[src/rtl/msb_req_scheduler_pkg.sv]
// Shared constants for the strict-priority request scheduler.
//   DEF_N     : default number of request sources
//   DEF_N_LOG : default grant index width, log2(DEF_N)
package msb_req_scheduler_pkg;
  localparam int DEF_N     = 64;
  localparam int DEF_N_LOG = 6;
endpackage

[src/rtl/msb_req_scheduler_idx_msb_one.sv]
// idx_msb_one: combinational most-significant-one encoder.
// Ports:
//   vec : I-bit input vector
//   idx : index of the highest set bit of vec. It reads 0 both when vec is
//         zero and when only bit 0 is set, so the caller must qualify it
//         with |vec.
module idx_msb_one #(
  parameter int I     = 64,
  parameter int I_log = 6
) (
  input  logic [I-1:0]     vec,
  output logic [I_log-1:0] idx
);
  always_comb begin
    idx = '0;
    // Ascending scan: the last hit is the highest set bit.
    for (int unsigned i = 0; i < I; i++) begin
      if (vec[i]) idx = I_log'(i);
    end
  end
endmodule

[src/rtl/msb_req_scheduler.sv]
// msb_req_scheduler: collects one-bit requests into a pending register and
// issues the highest-index pending, enabled request over valid/ready.
// Ports:
//   clk, rst      : clock, asynchronous active-high reset
//   set_i         : per-source request pulses, OR'd into pending
//   mask_i        : per-source enable (masked bits stay pending)
//   flush_i       : clears pending (set_i still captured) and drops grant
//   grant_v_o     : grant valid (registered)
//   grant_idx_o   : granted source index (registered)
//   grant_ready_i : consumer accepts when high together with grant_v_o
//   pending_o     : pending register
module msb_req_scheduler
  import msb_req_scheduler_pkg::*;
#(
  parameter int N     = DEF_N,
  parameter int N_LOG = DEF_N_LOG
) (
  input  logic             clk,
  input  logic             rst,
  input  logic [N-1:0]     set_i,
  input  logic [N-1:0]     mask_i,
  input  logic             flush_i,
  output logic             grant_v_o,
  output logic [N_LOG-1:0] grant_idx_o,
  input  logic             grant_ready_i,
  output logic [N-1:0]     pending_o
);

  function automatic logic [N-1:0] onehot(input logic [N_LOG-1:0] sel);
    logic [N-1:0] oh;
    oh      = '0;
    oh[sel] = 1'b1;
    return oh;
  endfunction

  logic             accept;
  logic             hold;
  logic [N-1:0]     grant_oh;
  logic [N-1:0]     acc_oh;
  logic [N-1:0]     hold_oh;
  logic [N-1:0]     cand;
  logic             cand_v;
  logic [N_LOG-1:0] cand_idx;

  always_comb begin
    accept   = grant_v_o & grant_ready_i;
    hold     = grant_v_o & ~grant_ready_i;
    grant_oh = onehot(grant_idx_o);
    acc_oh   = accept ? grant_oh : '0;
    hold_oh  = hold ? grant_oh : '0;
    // The outstanding index is excluded whether it is being accepted or held,
    // so the same source is never issued twice for one request.
    cand     = pending_o & mask_i & ~acc_oh & ~hold_oh;
    cand_v   = |cand;
  end

  idx_msb_one #(
    .I    (N),
    .I_log(N_LOG)
  ) u_enc (
    .vec(cand),
    .idx(cand_idx)
  );

  always_ff @(posedge clk or posedge rst) begin
    if (rst) begin
      pending_o   <= '0;
      grant_v_o   <= 1'b0;
      grant_idx_o <= '0;
    end else begin
      // set_i is OR'd last, so a same-cycle set beats the accept clear.
      if (flush_i) pending_o <= set_i;
      else         pending_o <= (pending_o & ~acc_oh) | set_i;

      if (flush_i) begin
        grant_v_o <= 1'b0;
      end else if (!hold) begin
        grant_v_o <= cand_v;
        if (cand_v) grant_idx_o <= cand_idx;
      end
    end
  end

endmodule

[config.mk]
export PLATFORM = sky130hd
export DESIGN_NAME = msb_req_scheduler
export DESIGN_NICKNAME = d
export VERILOG_FILES = /design/src/rtl/msb_req_scheduler_pkg.sv /design/src/rtl/msb_req_scheduler_idx_msb_one.sv /design/src/rtl/msb_req_scheduler.sv
export SDC_FILE = /design/constraint.sdc
export NUM_CORES = 1
export LEC_CHECK = 0
export BUFFER_PORTS_ARGS = -buffer_cell sky130_fd_sc_hd__buf_2
export CAP_MARGIN = 20
export CORE_MARGIN = 2
export CORE_UTILIZATION = 48
export CTS_CLUSTER_SIZE = 25
export DETAILED_ROUTE_END_ITERATION = 8
export PLACE_DENSITY = 0.84
export SLEW_MARGIN = 20
export SYNTH_ARGS = -nofsm -noshare
export SYNTH_HDL_FRONTEND = slang
export SYNTH_SLANG_ARGS = --single-unit
[constraint.sdc]
create_clock -name clk -period 3.1 [get_ports clk]
set_input_delay 0.62 -clock clk [delete_from_list [all_inputs] [get_ports clk]]
set_output_delay 0.62 -clock clk [all_outputs]
set_load 0.02 [all_outputs]
---- After elaboration in Yosys (flattened, before gate mapping) ----
Index checks and enable logic that the tools add are counted.
cells by class
  $lt $le $gt $ge ......................... 2
  equality and inequality tests ........... 1
  muxes and demuxes ....................... 70
  bitwise logic cells ..................... 12
  reduce and logical (&&, ||, !) cells .... 3
operator list
  operator                                             count
  AND 64 bit                                           4
  two-way mux 6 bit                                    32
  two-way mux 64 bit                                   3
  inverter 64 bit                                      2
  two-way mux 5 bit                                    16
  OR 64 bit                                            1
  OR reduction 64 bit                                  1
  two-way mux 4 bit                                    8
  two-way mux 3 bit                                    4
  < comparator 6 x 7 -> 1 bit, second input constant   1
  demux 1 bit (select 6 bit)                           1
  >= comparator 6 x 1 -> 1 bit, second input constant  1
  two-way mux 1 bit                                    4
  two-way mux 2 bit                                    2
  inverter 1 bit                                       3
  AND reduction 3 bit                                  1
  AND 1 bit                                            2
  inequality test 2 bit, second input constant         1
  logical AND 1 bit                                    1
word-level totals
  register bits after elaboration ......... 71
  output and inout bits ................... 71
  logic and storage cells ................. 91

---- Logic depth before layout (Yosys ltp) ----
  depth in word-level cells ............... 71
  gate-level depth with buffers ........... 12
  mapped depth without buffers ............ 9

---- By module ----
Synthesis repeated with hierarchy kept, for this count alone.
unflattened totals
  cells, all modules ...................... 577
  area, all modules ....................... 4,832.1 um^2
modules (own cells, without submodules)
  module             times used  cells each  area each (um^2)  sequential area each (um^2)
  msb_req_scheduler  1           440         4,042.6           1,776.7
  idx_msb_one        1           137         789.5             0.0

---- Worst setup path after synthesis ----
Ideal clock, no wire load.
  path kind ............................... reg2reg
  from .................................... register grant_idx_o[4]
  to ...................................... register grant_idx_o[3]
  arrival time ............................ 2,668 ps
  path slack .............................. 305 ps
  cell stages (with the launch flop) ...... 12
  path buffers ............................ 3
  period minus slack after synthesis ...... 2,795 ps
  path through ............................ dfrtp_1 -> buf_2 -> and4b_1 -> buf_2 -> a21oi_1 -> or2_0 -> nor3_1 -> nand3_2 -> nor4_2 -> or3b_2 -> buf_6 -> mux2_1
between the ends
  longest elaborated chain between the ends .. 64
  elaborated cells between the ends (all ways) .. 69
  classes of those cells .................. order compare: 2; mux: 60; bitwise: 4; reduce/logical: 3
ends and longest elaborated chain
  element                                                                                            line                                 source
  start: declaration                                                                                 msb_req_scheduler.sv:24              output logic [N_LOG-1:0] grant_idx_o,
  start signal: assignment                                                                           msb_req_scheduler.sv:79              if (cand_v) grant_idx_o <= cand_idx;
  < comparator 6 x 7 -> 1 bit (not written as such) or >= comparator 6 x 1 -> 1 bit (tied branches)  msb_req_scheduler.sv:32              oh[sel] = 1'b1;
  logical AND 1 bit (not written as such)                                                            msb_req_scheduler.sv:32
  two-way mux 1 bit (not written as such)                                                            msb_req_scheduler.sv:32
  demux 1 bit (select 6 bit) (*)                                                                     msb_req_scheduler.sv:32
  two-way mux 64 bit                                                                                 msb_req_scheduler.sv:49              acc_oh = accept ? grant_oh : '0;
  inverter 64 bit                                                                                    msb_req_scheduler.sv:53              cand = pending_o & mask_i & ~acc_oh & ~hold_oh;
  AND 64 bit                                                                                         msb_req_scheduler.sv:53
  AND 64 bit (*)                                                                                     msb_req_scheduler.sv:53
  two-way mux 4 bit (8 in series)                                                                    msb_req_scheduler_idx_msb_one.sv:18  if (vec[i]) idx = I_log'(i);
  two-way mux 5 bit (16 in series)                                                                   msb_req_scheduler_idx_msb_one.sv:18
  two-way mux 6 bit (32 in series)                                                                   msb_req_scheduler_idx_msb_one.sv:18
Mark *: on every way between the ends. The rest lies on a longest branch, timed or not.
A chain may end at the register's enable or synchronous reset.

---- Worst setup path after layout ----
  from .................................... register grant_idx_o[0]
  to ...................................... register grant_idx_o[0]
between the ends
  longest elaborated chain between the ends .. 71
  elaborated cells between the ends (all ways) .. 76
  classes of those cells .................. order compare: 2; mux: 67; bitwise: 4; reduce/logical: 3
ends and longest elaborated chain
  element                                                                                            line
  < comparator 6 x 7 -> 1 bit (not written as such) or >= comparator 6 x 1 -> 1 bit (tied branches)  msb_req_scheduler.sv:32
  logical AND 1 bit (not written as such)                                                            msb_req_scheduler.sv:32
  two-way mux 1 bit (not written as such)                                                            msb_req_scheduler.sv:32
  demux 1 bit (select 6 bit) (*)                                                                     msb_req_scheduler.sv:32
  two-way mux 64 bit                                                                                 msb_req_scheduler.sv:49
  inverter 64 bit                                                                                    msb_req_scheduler.sv:53
  AND 64 bit                                                                                         msb_req_scheduler.sv:53
  AND 64 bit (*)                                                                                     msb_req_scheduler.sv:53
  two-way mux 1 bit                                                                                  msb_req_scheduler_idx_msb_one.sv:18
  two-way mux 2 bit (2 in series)                                                                    msb_req_scheduler_idx_msb_one.sv:18
  two-way mux 3 bit (4 in series)                                                                    msb_req_scheduler_idx_msb_one.sv:18
  two-way mux 4 bit (8 in series)                                                                    msb_req_scheduler_idx_msb_one.sv:18
  two-way mux 5 bit (16 in series)                                                                   msb_req_scheduler_idx_msb_one.sv:18
  two-way mux 6 bit (32 in series)                                                                   msb_req_scheduler_idx_msb_one.sv:18
Marks and branches as above.

==> flow_metrics.env <==
export IMPL_drive_above_1_share=0.475
export IMPL_track_usage=0.338
export IMPL_placed_cell_area_sq_mm=0.00601
export IMPL_num_rows=35
export IMPL_crit_fanout=7
export IMPL_ys_flop_type="dfrtp_1"
export IMPL_syn_nets=671
export IMPL_die_area_sq_mm=0.0103
export IMPL_final_max_slew_viol_count=0
export IMPL_p_total_mw=2.89
export IMPL_p_int_mw=1.87
export IMPL_diodes=0
export IMPL_placed_cells=897
export IMPL_ys_ff_latch=71
export IMPL_ir_drop_v=0.000253
export IMPL_power_density_mw_per_mm2=456
export IMPL_setup_worst_path_class="reg -> reg"
export IMPL_setup_viol=0
export IMPL_whs_ns=0.309
export IMPL_ys_seq_area_frac=0.389
export IMPL_switchingPower_mw=1.02
export IMPL_fin_skew_ns=0.0123
export IMPL_p_seq_frac=0.372
export IMPL_cp_end_kind="flop"
export IMPL_portBuffers=202
export IMPL_p_leak_nw=2.86
export IMPL_p_sw_frac=0.352
export IMPL_place_congestion=1.00
export IMPL_min_path_type="in -> async"
export IMPL_grt_ovfl_total=0
export IMPL_clock_latency_ns=0.36
export IMPL_synthArstFlopShare=1.00
export IMPL_routed_via_density=5.73
export IMPL_nets=916
export IMPL_layout_cells_non_filler=918
export IMPL_final_hold_viol_count=0
export IMPL_dp_hpwl_mm=13.7
export IMPL_grt_pass1_wl_mm=26.6
export IMPL_clk_pin_slew_ns=0.09
export IMPL_grt_pass1_vias=5166
export IMPL_slowest_stage="dfrtp_2"
export IMPL_p_clk_frac=0.308
export IMPL_die_h_um=102
export IMPL_status="completed"
export IMPL_rsz0062_at_grt="false"
export IMPL_grt_antenna_before_repair=0
export IMPL_vias=5264
export IMPL_netlist_area_sq_mm=0.00457
export IMPL_wl_mm=17.6
export IMPL_core_area_sq_mm=0.00924
export IMPL_io_pins=203
export IMPL_syn_inst=539
export IMPL_max_cap_violations=0
export IMPL_fmax_mhz=332
export IMPL_period_share=0.973
export IMPL_cts_hold_buf=0
export IMPL_initialDrtViolationCount=268
export IMPL_crit_chain="buf_4, nor3b_4, buf_4, a21oi_1, or2_2, nor3_1, nand4_1, nor4_4, or3b_4, mux2i_1, o31a_1"
export IMPL_final_util=0.685
export IMPL_avgRoutedWirePerCell_um=19.2
export IMPL_worst_slew_pin_slew_ns=0.607
export IMPL_max_stage_delay_ns=0.45
export IMPL_cts_buffers=9
export IMPL_postLayoutCellArea_sq_mm=0.00633
export IMPL_start_kind="flop"
export IMPL_crit_top_cell="buf_4"
export IMPL_fin_crit_ns=3.02
export IMPL_cts_tree="built"
export IMPL_grt_start_max_net_pins=65
export IMPL_synth_enable_flop_cells=0
export IMPL_ant_nets=0
export IMPL_die_x_um=102
export IMPL_nFillCells=786
export IMPL_yosysWarnings=0
export IMPL_syn_area_per_cell_sq_um=8.47
export IMPL_slew_headroom=0.594
export IMPL_pwr_share_comb=0.320
export IMPL_area_growth_pct=38.6
export IMPL_clk_path_buf_depth=2
export IMPL_cts_htree_levels=3
export IMPL_drcViolationCount=0
export IMPL_start_util=0.494
export IMPL_required_ns=3.38
export IMPL_dr_pass1_iters=5
export IMPL_cts_root_buffer="clkbuf_8"
export IMPL_worst_ep_arrival_time_ns=3.30
export IMPL_clock_sinks=71
export IMPL_synth_distinct_cells=63
## cells by family (layout without fill, tap and decap cells)
logic type | after synthesis | after routing | synth area share
DFF | 71 | 71 | 0.389
AOI/OAI and AO/OA | 180 | 180 | 0.284
muxes | 3 | 3 | 0.00712
buffers and inverters | 40 | 290 | 0.0433
and+or+nand+nor | 245 | 245 | 0.277
## area by class of cell
class	count	area [sq um]	area share
repair buffers	264	1490	0.235
well taps	129	161	0.0255
clock buffers	11	151	0.0239
inverters	10	37.5	0.00593
multi-input cells	428	2630	0.415
flip-flops and latches	71	1780	0.282
clock inverters	5	80.1	0.0127
## final timing paths
check                                     from              to  slack [ns]  cells past startpoint
worst max-delay path            grant_idx_o[0]  grant_idx_o[0]        0.08                     11
worst min-delay path                       rst   pending_o[41]        0.31                      2
worst max register to register  grant_idx_o[0]  grant_idx_o[0]        0.08                     11
worst min register to register   pending_o[17]   pending_o[17]        0.54                      1
max in group asynchronous                  rst   pending_o[20]        1.97                      3
min in group clk                      set_i[4]    pending_o[4]        0.44                      2
## registers in the layout, indices dropped and copies added (netlist names)
name         flops
grant_v_o        1
grant_idx_o      6
pending_o       64
## power by group through the flow
stage               Clock [mW]  Sequential [mW]  Combinational, mW
global route             0.933             1.09              0.985
finish                   0.889             1.08              0.925
global placement             0             1.09              0.858
CTS                      0.897             1.08              0.878
floorplan                    0             1.15              0.422
detailed placement           0             1.09              0.875
## Yosys cell counts, drive strengths merged, types with 2 or more instances
cell / instances / area (sq um)
a31o: 64 / 561
nor2b: 6 / 37.5
nand3: 4 / 30.0
and3b: 3 / 26.3
a21oi: 53 / 265
clkbuf: 12 / 45.0
nor3: 15 / 80.1
nand4: 6 / 37.5
dfrtp: 71 / 1780
and2: 2 / 12.5
nor4: 9 / 68.8
o31ai: 2 / 15.0
o2111ai: 3 / 26.3
buf: 18 / 115
o21ai: 12 / 60.1
a21o: 4 / 30.0
o221ai: 2 / 17.5
o211ai: 23 / 188
a31oi: 5 / 31.3
mux2: 2 / 22.5
nand4b: 2 / 17.5
nand2b: 4 / 25.0
nand2: 132 / 498
or3b: 4 / 37.5
nor2: 32 / 120
nor3b: 3 / 50.1
inv: 10 / 37.5
and4b: 3 / 30.0
and4bb: 2 / 25.0
nand3b: 4 / 30.0
nor4b: 2 / 38.8
or2: 5 / 31.3
a21boi: 3 / 22.5
nand4bb: 2 / 22.5
## cell usage in the layout, fill, tap and decap left out, drive strengths merged, types with 2 or more instances in the layout
cell type | Yosys | final
buf | 18 | 264
nand2 | 132 | 132
dfrtp | 71 | 71
a31o | 64 | 64
a21oi | 53 | 53
nor2 | 32 | 32
o211ai | 23 | 23
nor3 | 15 | 15
o21ai | 12 | 12
clkbuf | 12 | 11
inv | 10 | 10
nor4 | 9 | 9
nand4 | 6 | 6
nor2b | 6 | 6
a31oi | 5 | 5
or2 | 5 | 5
nand3b | 4 | 4
nand2b | 4 | 4
a21o | 4 | 4
nand3 | 4 | 4
or3b | 4 | 4
and3b | 3 | 3
and4b | 3 | 3
a21boi | 3 | 3
o2111ai | 3 | 3
nor3b | 3 | 3
nand4bb | 2 | 2
and4bb | 2 | 2
and2 | 2 | 2
nand4b | 2 | 2
o221ai | 2 | 2
o31ai | 2 | 2
mux2 | 2 | 2
bufinv | 0 | 2
clkinvlp | 0 | 2
nor4b | 2 | 2
## per-stage QoR
stage	setup slack [ns]	setup TNS, ns
after floorplan	0.305	0
after global routing	0.000649	0
final	0.0844	0
after global placement	0.0279	0
after CTS	0.0188	0
after detailed placement	-0.0536	-0.0977
## critical path: cells and delay by family (launching register included)
| family | cells | cell delay, ns |
|---|---|---|
| flops | 1 | 0.45 |
| compound gates | 2 | 0.23 |
| buf+inv | 2 | 0.39 |
| simple gates | 6 | 1.65 |
| mux | 1 | 0.22 |
## metal layers
layer | GRT usage | part of all wire
met1 | 0.465 | 0.43
met2 | 0.533 | 0.46
met3 | 0.0559 | 0.078
met4 | 0.131 | 0.025
met5 | 0 | 0
## timing repair
item / in CTS / in global routing
gates resized for setup: 3 / 9
buffers inserted: 0 / 4
pin swaps: 0 / 4
setup endpoints to repair: 3 / 6
No activity file was read; power rests on OpenSTA's default activity.
